File: config.mk
export PLATFORM = sky130hd
export DESIGN_NAME = rr_packet_arbiter_flat
export DESIGN_NICKNAME = d
export VERILOG_FILES = /design/src/rtl/rr_packet_arbiter_pkg.sv /design/src/rtl/rr_packet_arbiter_if.sv /design/src/rtl/rr_packet_arbiter_rr_pick.sv /design/src/rtl/rr_packet_arbiter.sv /design/src/flat_wrapper.sv
export SDC_FILE = /design/constraint.sdc
export NUM_CORES = 1
export LEC_CHECK = 0
export BUFFER_PORTS_ARGS = -buffer_cell sky130_fd_sc_hd__buf_4
export CAP_MARGIN = 10
export CORE_ASPECT_RATIO = 0.75
export CORE_MARGIN = 2
export CORE_UTILIZATION = 57
export CTS_CLUSTER_DIAMETER = 40
export DETAILED_ROUTE_END_ITERATION = 8
export PLACE_DENSITY = 0.77
export SYNTH_ARGS = -nofsm -noshare
export SYNTH_HDL_FRONTEND = slang
export SYNTH_HIERARCHICAL = 1
export SYNTH_SLANG_ARGS = --single-unit
File: constraint.sdc
create_clock -name clk -period 9.2 [get_ports clk]
set_clock_uncertainty 0.1 [all_clocks]
set_input_delay 1.84 -clock clk [delete_from_list [all_inputs] [get_ports clk]]
set_output_delay 1.84 -clock clk [all_outputs]
set_load 0.01 [all_outputs]
File: src/rtl/rr_packet_arbiter_pkg.sv
// arbiter_pkg: port indices, crossbar select codes and FSM states for the packet arbiter
package arbiter_pkg;
  localparam int NPORTS = 5;
  localparam int WEST = 0;
  localparam int EAST = 1;
  localparam int SOUTH = 2;
  localparam int NORTH = 3;
  localparam int LOCAL = 4;
  localparam logic [2:0] SEL_LOCAL = 3'd0;
  localparam logic [2:0] SEL_NORTH = 3'd1;
  localparam logic [2:0] SEL_SOUTH = 3'd2;
  localparam logic [2:0] SEL_EAST = 3'd3;
  localparam logic [2:0] SEL_WEST = 3'd4;
  localparam logic [2:0] SEL_NONE = 3'd5;
  typedef enum logic {IDLE, SEND} state_t;
endpackage

File: src/rtl/rr_packet_arbiter_if.sv
// rr_packet_arbiter_if: request/flit handshake and grant signals of one router output port
interface rr_packet_arbiter_if;
  logic [4:0] request;
  logic [4:0] flit_valid;
  logic       out_ready;
  logic [4:0] grant_vec;
  logic [2:0] crossbar_control;
  logic [4:0] flit_ready;
  logic       out_valid;
  logic       last_flit;
  logic       busy;
  modport master (
    output request, flit_valid, out_ready,
    input  grant_vec, crossbar_control, flit_ready, out_valid, last_flit, busy
  );
  modport slave (
    input  request, flit_valid, out_ready,
    output grant_vec, crossbar_control, flit_ready, out_valid, last_flit, busy
  );
endinterface

File: src/rtl/rr_packet_arbiter_rr_pick.sv
// rr_pick: combinational rotating-priority picker, first set bit from ptr upward wins
module rr_pick
  import arbiter_pkg::*;
(
  input  logic [4:0] req,
  input  logic [2:0] ptr,
  output logic [4:0] gnt,
  output logic [2:0] idx,
  output logic       any
);
  always_comb begin
    idx = '0;
    for (int i = NPORTS - 1; i >= 0; i--)
      if (req[(int'(ptr) + i) % NPORTS]) idx = 3'((int'(ptr) + i) % NPORTS);
    any = |req;
    gnt = any ? 5'(1) << idx : '0;
  end
endmodule

File: src/rtl/rr_packet_arbiter.sv
// rr_packet_arbiter: round-robin output arbiter holding each grant for a whole packet
module rr_packet_arbiter
  import arbiter_pkg::*;
#(
  parameter int PACKET_SIZE = 32,
  parameter int FLIT_SIZE   = 4,
  parameter int NUM_PORTS   = 5
) (
  input logic clk,
  input logic reset,
  rr_packet_arbiter_if.slave bus
);
  localparam int FLITS = PACKET_SIZE / FLIT_SIZE;
  localparam int CW = $clog2(FLITS);
  state_t state, state_n;
  logic [4:0] grant, grant_n, pick_gnt;
  logic [2:0] rr_ptr, ptr_n, win, win_n, tail_ptr, pick_idx;
  logic [CW-1:0] flit_cnt, cnt_n;
  logic pick_any, fire, tail;
  assign bus.grant_vec = grant;
  assign bus.busy = state == SEND;
  assign bus.out_valid = bus.busy & |(bus.flit_valid & grant);
  assign bus.flit_ready = grant & {5{bus.out_ready}};
  assign fire = bus.out_valid & bus.out_ready;
  assign tail = fire & (flit_cnt == CW'(FLITS - 1));
  assign bus.last_flit = tail;
  assign tail_ptr = win == 3'(NUM_PORTS - 1) ? '0 : win + 3'd1;
  assign bus.crossbar_control = grant == 5'(1 << LOCAL) ? SEL_LOCAL :
                                grant == 5'(1 << NORTH) ? SEL_NORTH :
                                grant == 5'(1 << SOUTH) ? SEL_SOUTH :
                                grant == 5'(1 << EAST)  ? SEL_EAST  :
                                grant == 5'(1 << WEST)  ? SEL_WEST  : SEL_NONE;
  // one picker serves both the idle pick and the tail re-pick with the advanced pointer
  rr_pick u_pick (
    .req(bus.request),
    .ptr(bus.busy ? tail_ptr : rr_ptr),
    .gnt(pick_gnt),
    .idx(pick_idx),
    .any(pick_any)
  );
  always_comb begin
    state_n = state;
    grant_n = grant;
    ptr_n = rr_ptr;
    win_n = win;
    cnt_n = flit_cnt;
    if (!bus.busy && pick_any) begin
      state_n = SEND;
      grant_n = pick_gnt;
      win_n = pick_idx;
      cnt_n = '0;
    end else if (tail) begin
      state_n = pick_any ? SEND : IDLE;
      grant_n = pick_gnt;
      win_n = pick_idx;
      ptr_n = tail_ptr;
      cnt_n = '0;
    end else if (fire) begin
      cnt_n = flit_cnt + CW'(1);
    end
  end
  always_ff @(posedge clk or negedge reset)
    if (!reset) begin
      state <= IDLE;
      grant <= '0;
      rr_ptr <= '0;
      win <= '0;
      flit_cnt <= '0;
    end else begin
      state <= state_n;
      grant <= grant_n;
      rr_ptr <= ptr_n;
      win <= win_n;
      flit_cnt <= cnt_n;
    end
endmodule

File: src/flat_wrapper.sv
// flat-port wrapper written by rule: the top's interface ports become plain ports
module rr_packet_arbiter_flat import arbiter_pkg::*;
#(
  parameter int PACKET_SIZE = 32,
  parameter int FLIT_SIZE   = 4,
  parameter int NUM_PORTS   = 5
)
  (clk, reset, bus_request, bus_flit_valid, bus_out_ready, bus_grant_vec, bus_crossbar_control, bus_flit_ready, bus_out_valid, bus_last_flit, bus_busy);
  rr_packet_arbiter_if bus_i ();
  input logic clk;
  input logic reset;
  input wire logic [$bits(bus_i.request)-1:0] bus_request;
  input wire logic [$bits(bus_i.flit_valid)-1:0] bus_flit_valid;
  input wire logic [$bits(bus_i.out_ready)-1:0] bus_out_ready;
  output wire logic [$bits(bus_i.grant_vec)-1:0] bus_grant_vec;
  output wire logic [$bits(bus_i.crossbar_control)-1:0] bus_crossbar_control;
  output wire logic [$bits(bus_i.flit_ready)-1:0] bus_flit_ready;
  output wire logic [$bits(bus_i.out_valid)-1:0] bus_out_valid;
  output wire logic [$bits(bus_i.last_flit)-1:0] bus_last_flit;
  output wire logic [$bits(bus_i.busy)-1:0] bus_busy;
  assign bus_i.request = bus_request;
  assign bus_i.flit_valid = bus_flit_valid;
  assign bus_i.out_ready = bus_out_ready;
  assign bus_grant_vec = bus_i.grant_vec;
  assign bus_crossbar_control = bus_i.crossbar_control;
  assign bus_flit_ready = bus_i.flit_ready;
  assign bus_out_valid = bus_i.out_valid;
  assign bus_last_flit = bus_i.last_flit;
  assign bus_busy = bus_i.busy;
  rr_packet_arbiter #(.PACKET_SIZE(PACKET_SIZE), .FLIT_SIZE(FLIT_SIZE), .NUM_PORTS(NUM_PORTS)) u_core (.clk(clk), .reset(reset), .bus(bus_i));
endmodule
Yosys cells after proc, flatten, opt, wreduce, memory -nomap -nowiden --
Index checks and enable logic that the tools add are counted.
Storage, ports and cells: memories 0, RAM bits 0, output and inout bits 16, flip-flop bits (word level) 15, ROM bits 0, logic and storage cells 80, bits in latches 0
Operators by class: shift operators 1, multiply operators 0, bitwise operators 6, $lt $le $gt $ge 5, $add $sub $neg 6, multiplexer cells 38, reductions and logical operators 7, eq/ne operators 7, div/mod/pow operators 5
Operators with widths (number):
- 32-bit by 5-bit < comparator with 1-bit output, second input constant | 5
- 32-bit by 4-bit remainder unit with 32-bit output, second input constant | 4
- 3-bit 2-to-1 mux | 16
- 4-bit by 4-bit remainder unit with 32-bit output, second input constant | 1
- 1-bit binary-select mux with 3-bit select | 5
- 5-bit 2-to-1 mux | 3
- 1-bit 2-to-1 mux | 14
- 5-bit AND | 2
- 5-bit OR reduction | 2
- 3-bit by 2-bit adder with 4-bit output, second input constant | 2
- 3-bit by 1-bit adder with 3-bit output, second input constant | 2
- 3-bit equality test, second input constant | 2
- 5-bit by 1-bit equality test with 1-bit output, second input constant | 1
- 5-bit by 2-bit equality test with 1-bit output, second input constant | 1
- 5-bit by 3-bit equality test with 1-bit output, second input constant | 1
- 5-bit by 4-bit equality test with 1-bit output, second input constant | 1
- 5-bit equality test, second input constant | 1
- 1-bit by 3-bit left shift with 5-bit output, first input constant | 1
- 3-bit by 1-bit adder with 4-bit output, second input constant | 1
- 3-bit by 3-bit adder with 4-bit output, second input constant | 1
- 1-bit AND | 3
- 3-bit nonzero test | 1
- 2-bit AND reduction | 1
- 2-bit nonzero test | 1
- 3 further kinds | 3

Longest topological paths before layout --
Gate-level depths: netlist of run 1.
word-level depth 17, gate-level depth with buffers 26

Hierarchy --
Netlist of run 1, hierarchy kept.
By module, submodules not included:
- rr_pick | area each 1850.5 um2, cells an instance 239, instances 1
- rr_packet_arbiter | area each 1174.9 um2, cells an instance 132, instances 1

Worst setup path after synthesis of run 1 --
OpenSTA, ideal clock, no wires.
path kind flip-flop to flip-flop, start point register u_core.state, in the netlist u_core/bus.busy, end point register u_core.grant[0], in the netlist u_core/bus.grant_vec[0], setup slack 3.513 ns, stages on the path, launching flop included 26, library setup time 0.080 ns, clock period less this slack 5.687 ns, arrival time 5.507 ns, buffers on the path 6, path through dfrtp_1 > buf_2 > buf_1 > mux2_2 > buf_6 > inv_1 > clkbuf_1 > ha_1 > buf_4 > buf_2 > inv_1 > a211oi_1 > nor2_1 > ha_1 > nor2b_1 > o22a_2 > o221a_1 > o32ai_2 > a21oi_2 > nor2b_1 > a2111oi_4 > o41ai_2 > nor4_1 > nand2_1 > a211o_1 > o211ai_2
On the way: cells in the longest elaborated chain, start to end 15
Ends and longest elaborated chain:
- start, declared | RTL line rr_packet_arbiter.sv:15 | state_t state, state_n;
- start signal, assigned | RTL line rr_packet_arbiter.sv:70 | state <= state_n;
- 3-bit 2-to-1 mux (*) | RTL line rr_packet_arbiter.sv:36 | .ptr(bus.busy ? tail_ptr : rr_ptr),
- 3-bit by 3-bit adder with 4-bit output | RTL line rr_packet_arbiter_rr_pick.sv:14 | if (req[(int'(ptr) + i) % NPORTS]) idx = 3'((int'(ptr) + i) % NPORTS);
- 32-bit by 4-bit remainder unit with 32-bit output | RTL line rr_packet_arbiter_rr_pick.sv:14
- 1-bit binary-select mux with 3-bit select | RTL line rr_packet_arbiter_rr_pick.sv:14
- 1-bit 2-to-1 mux (implied by the code) (2 in series) | RTL line rr_packet_arbiter_rr_pick.sv:14
- 3-bit 2-to-1 mux (4 in series) | RTL line rr_packet_arbiter_rr_pick.sv:14
- 3-bit 2-to-1 mux (*) | RTL line rr_packet_arbiter_rr_pick.sv:14
- named net u_core.pick_idx[1] | RTL line rr_packet_arbiter.sv:17 | logic [2:0] rr_ptr, ptr_n, win, win_n, tail_ptr, pick_idx;
- 1-bit by 3-bit left shift with 5-bit output (*) | RTL line rr_packet_arbiter_rr_pick.sv:16 | gnt = any ? 5'(1) << idx : '0;
- 5-bit 2-to-1 mux (*) | RTL line rr_packet_arbiter_rr_pick.sv:16
- 5-bit 2-to-1 mux | RTL line rr_packet_arbiter.sv:52 | end else if (tail) begin
- 5-bit 2-to-1 mux (*) | RTL line rr_packet_arbiter.sv:47 | if (!bus.busy && pick_any) begin
- named net u_core.grant_n[0] | RTL line rr_packet_arbiter.sv:16 | logic [4:0] grant, grant_n, pick_gnt;
- end signal, assigned | RTL line rr_packet_arbiter.sv:71 | grant <= grant_n;
- end, declared | RTL line rr_packet_arbiter.sv:16
The timed path passes the listed nets; every way through them passes the cells marked *. The select of a mux whose other input is x is not followed. A chain may end at the register's enable or synchronous reset.

Final worst setup path of run 1 --
Ends and elaborated chain as after synthesis.

==> flow_metrics.tcl, run 1 <==
set metrics [dict create \
    syn-instance-count 371 \
    n_antenna_cell 0 \
    period_share 0.720 \
    max_slew.worst_pin.slew_ps 1010 \
    track_usage 0.256 \
    drt_first_iter_violations 290 \
    required_ps 9280 \
    timing.critical_path.from_type "flop" \
    ctsRootBufferMaster "clkbuf_8" \
    synthesis.yosys.warnings 6 \
    avgRoutedWirePerCell_um 16.7 \
    grt_start_max_net_pins 34 \
    post-route-worst-setup-slack_ps 2580 \
    outcome "finished clean" \
    routabilityCongestion 0.918 \
    hold_path.class "reg2reg" \
    timing.reg2reg.worst_path_depth 19 \
    num_rows 22 \
    grt_remaining_overflow 0 \
    routed-via-count 2826 \
    synth-seq-cells 15 \
    synth-xor-area-share 0.0438 \
    cts_hold_buf 0 \
    critical-path-max-stage-delay_ps 790 \
    synth_top_family_by_area "compound AO/OA/AOI/OAI gates" \
    drc_errors 0 \
    async_flop_share 1.00 \
    antenna_violating_nets_post_route 0 \
    cts.clk_slew.worst_paths_ps 70 \
    synth.yosys.seq_area_share 0.124 \
    hold-path-endpoint "u_core/rr_ptr[0]" \
    antenna_violations_before_repair 0 \
    hp-start "u_core/rr_ptr[0]" \
    syn-num-nets 410 \
    hold_depth 1 \
    number_of_global_route_vias_before_repair 2366 \
    max_capacitance_violation_count 0 \
    synth_edf_count 0 \
    timing.critical_path.cells "mux2_2 -> inv_1 -> ha_1 -> inv_1 -> a211oi_1 -> nor2_1 -> ha_1 -> nor2b_1 -> o22a_2 -> nor4_1 -> a311oi_1 -> a21oi_2 -> nor2_1 -> a311oi_1 -> o211ai_4 -> nor4_1 -> nand2_1 -> a211o_1 -> o211ai_2" \
    critical_path.reg2reg.startpoint "u_core/bus.busy" \
    cts_sinks 15 \
    data_arrival_at_the_endpoint_of_the_critical_path_ps 6700 \
    number_of_buffers_inserted_to_repair_setup_after_cts 0 \
    port_buffers 28 \
    finalWirelength_um 7460 \
    synth-main-ff-cell "dfrtp_1" \
    regToRegEndpoint "u_core/bus.grant_vec[0]" \
    cts_made_buffers 3 \
    cts-htree-levels 1 \
    max_freq_mhz 151 \
    grt_setup_unrepaired "false" \
    first_pass_iters 5 \
    ys_types 84 \
    post-place-ws_ps 2740 \
    global_route_wire_length_before_repair_um 12000 \
    synth.area.mux_share 0.0802 \
    yosys.area_share.simple 0.237 \
    synth-adder-area-share 0.110 \
    cts.path.max_buffers 2 \
    max_fanout_on_critical_path 33 \
    pin_count 29 \
    crit_slowest_cell "mux2_2" \
    critical_path_class "reg2reg" \
    layout_min_cycle_time_ps 6620 \
    cts_tree "done" \
    cp_top_family "compound AO/OA/AOI/OAI gates" \
    hold_violations 0 \
    start_util 0.604 \
    share_of_the_synthesized_area_in_compound_gates_ao_oa_aoi_oai 0.316 \
    cp-end-kind "flop" \
    floorplan_die_area_mm2 0.00591 \
    post-dp-hpwl_um 5720 \
    finalMaxSlewViolations 0 \
    syn_area_mm2 0.00303 \
    die_height_um 67.1 \
    fp.coreArea_mm2 0.00501 \
    r2r_setup_slack_ps 2580 \
    die_x_um 88.1 \
    synth_area_per_cell_um2 8.15 \
    cts_repair_resize_count 0 \
    timing.setup.tns_ps 0 \
    via_per_inst 6.31 \
    net_count_final 416 \
    synthToLayoutAreaGrowth_pct 5.83 \
    worstSkewPairLatency_ps 250 \
    finalSetupViolCount 0 \
    post_route_cells_drive_above_1_share 0.210 \
    critical_path_buf_inv_count 2 \
    worst_rel_slew_slack 0.329 \
]
==> kinds of logic (layout without fill, tap and decap cells) <==
kind of cell / after synthesis / in the layout
xor+xnor: 10 / 10
buf+inv: 52 / 57
compound gates: 108 / 108
fa+ha+maj: 26 / 26
mux: 20 / 20
flops: 15 / 15
simple gates: 140 / 140
==> worst max-delay path by stage <==
| stage | startpoint | to | slack (ps) | cells past startpoint |
|---|---|---|---|---|
| 2_1_floorplan | u_core/bus.busy | u_core/bus.grant_vec[0] | 3510 | 25 |
| 3_3_place_gp | u_core/bus.busy | u_core/bus.grant_vec[0] | 2990 | 19 |
| 3_5_place_dp | u_core/bus.busy | u_core/bus.grant_vec[0] | 2740 | 19 |
| 4_1_cts | u_core/bus.busy | u_core/bus.grant_vec[0] | 2720 | 19 |
| 5_1_grt | u_core/win[0] | u_core/bus.grant_vec[0] | 2120 | 22 |
| 6_report | u_core/bus.busy | u_core/bus.grant_vec[0] | 2580 | 19 |
==> worst register-to-register path, stage by stage, from the launching register on <==
cell	delay, ps
dfrtp_1	770
mux2_2	790
inv_1	490
ha_1	780
inv_1	200
a211oi_1	370
nor2_1	130
ha_1	270
nor2b_1	160
o22a_2	280
nor4_1	300
a311oi_1	140
a21oi_2	260
nor2_1	130
a311oi_1	450
o211ai_4	160
nor4_1	360
nand2_1	90
a211o_1	260
o211ai_2	70
==> final cells by class <==
cell class / instances / area, um^2
Multi-Input combinational cell: 304 / 2380
Timing Repair Buffer: 29 / 218
Clock buffer: 4 / 45.0
Tap cell: 72 / 90.1
Sequential cell: 15 / 375
Fill cell: 454 / 1810
Inverter: 24 / 90.1
==> cell usage in the layout (no fill, tap or decap), types with 4 or more instances in the layout <==
| cell | instances |
|---|---|
| ha_1 | 25 |
| nor3_1 | 5 |
| a211o_1 | 9 |
| o21ai_0 | 10 |
| xnor2_1 | 4 |
| a21o_1 | 6 |
| nor3b_1 | 4 |
| nor4_1 | 6 |
| nand2_1 | 59 |
| o211ai_1 | 7 |
| nor2_1 | 22 |
| a311oi_1 | 4 |
| mux2_2 | 4 |
| nand3_1 | 4 |
| inv_1 | 23 |
| nor2b_1 | 9 |
| o211ai_2 | 8 |
| buf_4 | 29 |
| a21oi_1 | 11 |
| dfrtp_1 | 15 |
| mux2i_1 | 13 |
| and2_1 | 10 |
==> flip-flops by register name, indices dropped and copies added (netlist names) <==
signal,flops
u_core/bus.busy,1
u_core/win,3
u_core/flit_cnt,3
u_core/rr_ptr,3
u_core/bus.grant_vec,5
==> per-stage QoR <==
| step | hold WS [ps] | area [um^2] | utilization | std cells |
|---|---|---|---|---|
| floorplan | 377 | 3030 | - | 371 |
| finish | 418 | 3200 | 0.639 | 448 |
| CTS | 423 | 3200 | 0.639 | 448 |
| global route | 434 | 3200 | 0.639 | 448 |
| detailed placement | 408 | 3160 | 0.630 | 444 |
| global placement | 387 | 3160 | 0.630 | 444 |
==> Yosys cell counts (2+ instances only) <==
master | n | area, um^2
clkbuf_1 | 8 | 30.0
o41ai_2 | 2 | 32.5
a21oi_2 | 2 | 17.5
buf_2 | 6 | 30.0
a31o_2 | 3 | 26.3
nand3_1 | 4 | 20.0
and3_1 | 2 | 12.5
buf_1 | 3 | 11.3
nor2_1 | 22 | 82.6
o22ai_1 | 3 | 18.8
xnor2_1 | 4 | 35.0
o211ai_1 | 7 | 52.6
nor2b_1 | 9 | 56.3
nor3_1 | 5 | 25.0
inv_1 | 23 | 86.3
nor3b_1 | 4 | 30.0
nand4b_1 | 2 | 17.5
a21o_1 | 6 | 45.0
and2_1 | 10 | 62.6
a211oi_1 | 3 | 22.5
o2111a_1 | 2 | 22.5
o21ai_0 | 10 | 50.1
o21a_1 | 2 | 15.0
mux2_2 | 4 | 45.0
or4_1 | 3 | 22.5
nor4_1 | 6 | 37.5
o21ai_1 | 2 | 10.0
nand2_1 | 59 | 221
o21bai_1 | 3 | 22.5
xor2_1 | 3 | 26.3
a21oi_1 | 12 | 60.1
a31oi_1 | 3 | 18.8
o2bb2ai_1 | 2 | 17.5
mux2i_1 | 13 | 130
a311oi_1 | 4 | 35.0
dfrtp_1 | 15 | 375
buf_4 | 4 | 30.0
ha_1 | 25 | 313
or4_4 | 2 | 22.5
buf_6 | 7 | 78.8
a211o_1 | 9 | 78.8
nand2b_1 | 2 | 12.5
o211ai_2 | 8 | 100
mux4_2 | 3 | 67.6
==> layer usage <==
layer / part of all wire / vias up / track usage / wire length (um)
met5: 0 / - / 0 / 0
met4: 0.0034 / 0 / 0.00379 / 25
met3: 0.077 / 8 / 0.0483 / 578
met2: 0.41 / 115 / 0.373 / 3080
met1: 0.51 / 1330 / 0.406 / 3770
li1: - / 1373 / - / -
Power of run 1 is not shown: default switching activity piles up to over one toggle a cycle in this logic, so the estimate is an artifact.
==> run 2: changes to the inputs <==
ABC_AREA = 1   (was not set)
CORE_UTILIZATION = 54   (was 57)
PLACE_DENSITY = 0.78   (was 0.77)
clock period = 5.65 ns   (was 9.2 ns; I/O delays follow)
==> run 2 against run 1 <==
Setup slack got worse by 1700 ps. Sequential share of layout area is 2.8 points higher. First-iteration DRC count is 52% lower. Critical endpoint unchanged. Routed wire length fell by 28%. Fmax rose by 38%. Die area down 19%. Critical path depth increased by 7. Worst hold slack got worse by 25 ps. Global-route usage down 0.73 points. Cell count rose by 1.1%. Largest cell class unchanged. Area after synthesis fell by 24%.
==> flow_metrics.tcl, run 2 <==
set metrics [dict create \
    outcome "finished clean" \
    routabilityCongestion 0.926 \
    met3_wirelength_um 202 \
    critical_path_class "reg2reg" \
    cts_repair_resize_count 0 \
    antenna_violating_nets_post_route 0 \
    regToRegEndpoint "u_core/bus.grant_vec[0]" \
    worstSkewPairLatency_ps 250 \
    antenna_violations_before_repair 0 \
    die_x_um 79.2 \
    finalWirelength_um 5410 \
    r2r_setup_slack_ps 850 \
    max_freq_mhz 208 \
    floorplan_die_area_mm2 0.00478 \
    layout.cells.most_common_list "nand2_1 (120), inv_1 (53), nand3_1 (47)" \
    period_share 0.849 \
    avgRoutedWirePerCell_um 11.9 \
    largest_register_ff_count 5 \
    synthToLayoutAreaGrowth_pct 13.1 \
    layout_min_cycle_time_ps 4800 \
    grt_start_max_net_pins 16 \
    cts.clk_slew.worst_paths_ps 70 \
    endpoint "u_core/bus.grant_vec[0]" \
    timing.critical_path.from_type "flop" \
    via_per_inst 5.22 \
    timing.setup.tns_ps 0 \
    cp-end-kind "flop" \
    grt_remaining_overflow 0 \
    synth-seq-cells 15 \
    post-dp-hpwl_um 4420 \
    start_util 0.564 \
    peakVddDrop_uv 99.3 \
    fill_cells 409 \
    hold_violations 0 \
    mostFrequentLayoutCell "nand2_1" \
    cts_hold_buf 0 \
    syn_area_mm2 0.00229 \
    power.net_switching_mw 0.0561 \
    dr_wl_met2_um 2290 \
    num_rows 20 \
    critical_path.reg2reg.startpoint "u_core/bus.busy" \
    syn-instance-count 370 \
    syn-num-nets 409 \
    synthesis.yosys.warnings 6 \
    cts_tree "done" \
    number_of_global_route_vias_before_repair 2148 \
    track_usage 0.249 \
    share_comb_of_total_power 0.127 \
    port_buffers 28 \
    p_clk_frac 0.394 \
    worst_rel_slew_slack 0.375 \
    routedLengthMet1_um 2890 \
    fp.coreArea_mm2 0.00405 \
    pin_count 29 \
    yosys.area.top_type "nand2_1" \
    synth.most_common_cell "nand2_1" \
    crit_path_start "u_core/bus.busy" \
    drc_errors 0 \
    layout.core_utilization 0.638 \
    power-per-cell-area_mw_per_mm2 86.5 \
    power.internal_mw 0.168 \
    finalMaxSlewViolations 0 \
    n_antenna_cell 0 \
    cts.path.max_buffers 2 \
    global_route_wire_length_before_repair_um 9600 \
    yosys-top-cells-area "nand2_1 (20%), dfrtp_1 (16%), ha_1 (14%)" \
    cts_made_buffers 3 \
    first_pass_iters 6 \
    power.sequential.fraction 0.480 \
    cellLeakagePower_nw 1.53 \
    timing.reg2reg.worst_path_depth 26 \
    synth_edf_count 0 \
    hold_path.class "reg2reg" \
    cts-htree-levels 1 \
    switching_share 0.251 \
    routed-via-count 2363 \
    number_of_buffers_inserted_to_repair_setup_after_cts 0 \
    required_ps 5700 \
    cts_sinks 15 \
    die_height_um 60.4 \
    synth.yosys.seq_area_share 0.164 \
    grt_setup_unrepaired "false" \
    max_slew.worst_pin.slew_ps 928 \
    data_arrival_at_the_endpoint_of_the_critical_path_ps 4850 \
    top_layer "met4" \
    drt_first_iter_violations 140 \
    synth-main-ff-cell "dfrtp_1" \
    ys_types 37 \
    async_flop_share 1.00 \
    net_count_final 438 \
    post_route_cells_drive_above_1_share 0.181 \
    max_capacitance_violation_count 0 \
    ctsRootBufferMaster "clkbuf_8" \
    synth_area_per_cell_um2 6.18 \
    finalSetupViolCount 0 \
    synthDominantCellAreaShare 0.197 \
    max_fanout_on_critical_path 10 \
    synth_top_cells_by_count "nand2_1 (120), inv_1 (53), nand3_1 (47), ha_1 (25), nor2_1 (19)" \
]
[run 2: logic make-up (layout without fill, tap and decap cells)]
group,count (synthesis),after routing,share of synthesized area
AOI/OAI and AO/OA,33,33,0.0875
xor gates and xnor gates,4,4,0.0153
adders and majority gates,26,26,0.146
buffers and inverters,64,92,0.113
DFF,15,15,0.164
and+or+nand+nor,228,228,0.475
[run 2: layout make-up]
| class | count | area (um^2) | share of cell area |
|---|---|---|---|
| Clock buffer | 3 | 41.3 | 0.0160 |
| Inverter | 58 | 218 | 0.0841 |
| Tap cell | 55 | 68.8 | 0.0266 |
| Multi-Input combinational cell | 291 | 1650 | 0.639 |
| Sequential cell | 15 | 375 | 0.145 |
| Timing Repair Buffer | 30 | 225 | 0.0870 |
| Clock inverter | 1 | 5.00 | 0.00193 |
[run 2: power groups by stage]
stage / logic, mW / clock network (mW) / registers, mW
floorplan: 0.0157 / 0 / 0.109
global placement: 0.0277 / 0 / 0.109
detailed placement: 0.0281 / 0 / 0.109
CTS: 0.0282 / 0.0905 / 0.107
global route: 0.0319 / 0.0971 / 0.107
finish: 0.0283 / 0.0881 / 0.107
[run 2: critical path, cell delays in order, from the launching register on]
cell and delay (ps):
dfrtp_1 490, o21ai_0 790, inv_1 390, ha_1 450
nor2_1 140, o21ai_2 80, xor2_1 170, ha_1 250
fa_1 350, inv_1 70, nor2_2 50, nand2_2 90
nand2_1 100, nand2_2 110, nand2_1 60, nand3_1 80
nand2_1 70, a21boi_2 230, nor2_1 80, nor2_1 130
nand2_1 60, nand2_1 70, nand2_2 80, nand3_1 80
nor2_1 40, nand2_1 60, nand2_1 50
[run 2: layer usage]
metal	global-route usage	vias to the layer above
li1	-	1243
met1	0.389	1062
met2	0.378	52
met3	0.0357	6
met4	0.0222	0
met5	0	-
[run 2: worst min-delay path by stage]
stage | start | endpoint | slack (ps) | cells past startpoint
detailed placement | u_core/flit_cnt[1] | u_core/flit_cnt[1] | 380 | 2
finish | u_core/flit_cnt[2] | u_core/flit_cnt[2] | 390 | 2
floorplan | u_core/flit_cnt[1] | u_core/flit_cnt[1] | 350 | 2
CTS | u_core/flit_cnt[2] | u_core/flit_cnt[2] | 400 | 2
global placement | u_core/flit_cnt[1] | u_core/flit_cnt[1] | 370 | 2
global route | u_core/flit_cnt[1] | u_core/flit_cnt[1] | 440 | 2
[run 2: stage by stage]
step | hold slack (ps) | power, mW | cells | setup slack [ps] | instance area [um^2]
after detailed placement | 378 | 0.137 | 449 | 876 | 2540
after global routing | 436 | 0.236 | 453 | 345 | 2590
after global placement | 368 | 0.137 | 449 | 1070 | 2540
final | 393 | 0.224 | 453 | 851 | 2590
after floorplan | 346 | 0.125 | 370 | 1430 | 2290
after CTS | 397 | 0.226 | 453 | 857 | 2590
Power figures use the tool's default switching activity.
==> run 3: changes to the inputs <==
clock period = 3.88 ns   (was 5.65 ns; I/O delays follow)
==> run 3 against run 2 <==
The flow now finishes with violations (setup timing). Cell count increased by 7.3%. Setup slack worse by 980 ps. Via count grew 14%. Sequential power increased by 46%. Routed wire length rose by 26%. Clock power up 48%. Global-route usage increased by 0.60 points. Count of clock-buffer cells in the layout grew 1. Critical path depth is 5 higher. First-iteration DRC count up 89%. Critical path type unchanged.
==> flow_metrics.tcl, run 3 (same netlist as run 2, synthesis figures left out) <==
set metrics [dict create \
    post-route-worst-setup-slack_ps -131 \
    via_per_inst 5.56 \
    n_antenna_cell 0 \
    cp-end-kind "flop" \
    antenna_violations_before_repair 0 \
    finalWirelength_um 6820 \
    port_buffers 28 \
    crit_slowest_cell "dfrtp_1" \
    timing.reg2reg.worst_path_depth 31 \
    drc_errors 0 \
    die_x_um 79.2 \
    layout_min_cycle_time_ps 4010 \
    number_of_global_route_vias_before_repair 2167 \
    drt_first_iter_violations 264 \
    routed-via-count 2702 \
    postPlaceCellArea_mm2 0.00264 \
    ctsRootBufferMaster "clkbuf_8" \
    die_height_um 60.4 \
    power-per-cell-area_mw_per_mm2 107 \
    peakVddDrop_uv 147 \
    layout.core_utilization 0.763 \
    required_ps 3920 \
    final_standard_cell_count_with_taps_included_and_fillers_excluded 486 \
    grt_remaining_overflow 0 \
    global_route_wire_length_before_repair_um 9610 \
    timing.critical_path.from_type "flop" \
    max_fanout_on_critical_path 5 \
    critical-path-max-stage-delay_ps 400 \
    cts.path.max_buffers 2 \
    largest_register_ff_count 5 \
    max_capacitance_violation_count 0 \
    cts_sinks 15 \
    max_slew.worst_pin.slew_ps 507 \
    data_arrival_at_the_endpoint_of_the_critical_path_ps 4050 \
    failed_checks "setup timing" \
    r2r_setup_slack_ps -130 \
    outcome "finished with violations" \
    hold_violations 0 \
    net_count_final 471 \
    avgRoutedWirePerCell_um 14.0 \
    cellLeakagePower_nw 1.76 \
    finalSetupViolCount 8 \
    finalMaxSlewViolations 0 \
    grt_setup_unrepaired "true" \
    routabilityCongestion 0.891 \
    synthToLayoutAreaGrowth_pct 35.2 \
    fill_cells 314 \
    critical_path_class "reg2reg" \
    regToRegEndpoint "u_core/bus.grant_vec[0]" \
    num_rows 20 \
    final_area_mm2 0.00309 \
    grt_start_max_net_pins 16 \
    post_route_cells_drive_above_1_share 0.339 \
    track_usage 0.255 \
    place.detailed.instances 458 \
    cts_tree "done" \
    mostFrequentLayoutCell "nand2_1" \
    worstSkewPairLatency_ps 250 \
    critical-path-top-cell-by-count "nand2_1" \
    hold_path.class "in2async" \
    critical_path.reg2reg.startpoint "u_core/win[1]" \
    start_util 0.564 \
    antenna_violating_nets_post_route 0 \
    max_freq_mhz 249 \
    worst_rel_slew_slack 0.659 \
    post-dp-hpwl_um 4440 \
    first_pass_iters 7 \
    pin_count 29 \
    cts_made_buffers 3 \
    cts.clk_slew.worst_paths_ps 60 \
    floorplan_die_area_mm2 0.00478 \
    cts_hold_buf 0 \
    sequential_area_um2 375 \
    final.hold.worst_slack_ps 272 \
    multiInputGateArea_mm2 0.00190 \
    cts-htree-levels 1 \
    fp.coreArea_mm2 0.00405 \
    layout.cells.most_common_list "nand2_1 (106), buf_4 (61), inv_1 (49)" \
    report.power.total_mw 0.332 \
    period_share 1.03 \
]
run 3: stage by stage:
step / setup slack, ps / TNS, ps
after CTS: -63.4 / -151
after global routing: -410 / -2730
after detailed placement: -151 / -740
after floorplan: 54.3 / 0
after global placement: -1.02 / -1.02
final: -131 / -673
run 3: cell type report:
class,count,share of cell area
Inverter,58,0.0712
Tap cell,55,0.0223
Clock buffer,4,0.0146
Sequential cell,15,0.121
Multi-Input combinational cell,291,0.615
Timing Repair Buffer,63,0.155
run 3: how the worst max path moves through the flow:
stage                  startpoint                       to  depth (start not counted)
global placement    u_core/win[0]  u_core/bus.grant_vec[0]                         31
CTS                 u_core/win[1]  u_core/bus.grant_vec[0]                         32
global route        u_core/win[1]  u_core/bus.grant_vec[3]                         32
finish              u_core/win[1]  u_core/bus.grant_vec[0]                         31
floorplan           u_core/win[0]  u_core/bus.grant_vec[3]                         33
detailed placement  u_core/win[0]  u_core/bus.grant_vec[0]                         32
run 3: what timing repair did:
action | 4_1_cts | 5_1_grt
buffers inserted | 12 | 12
pin swaps | 24 | 22
gates resized for setup | 17 | 42
endpoints found under the setup margin | 8 | 8
run 3: layer usage:
metal,vias up,routed length (um),GRT usage
met1,1264,3040,0.370
met2,102,3180,0.419
met3,29,388,0.0357
met5,-,0,0
met4,0,206,0.0345
li1,1307,-,-
run 3: worst max-delay path, delay by kind of cell, from the launching register on:
| family | cells | cell delay (ps) |
|---|---|---|
| flip-flops | 1 | 400 |
| AND/OR/NAND/NOR | 16 | 1250 |
| XOR/XNOR | 1 | 190 |
| AO/OA/AOI/OAI | 6 | 820 |
| buffers and inverters | 4 | 260 |
| adder cells (fa/ha/maj) | 4 | 860 |
run 3: report_power, final:
group          total, mW  leakage, nW  switching [mW]  internal [mW]
sequential         0.156        0.189               0          0.156
combinational     0.0457         1.55          0.0280         0.0178
clock              0.130       0.0228          0.0573         0.0728
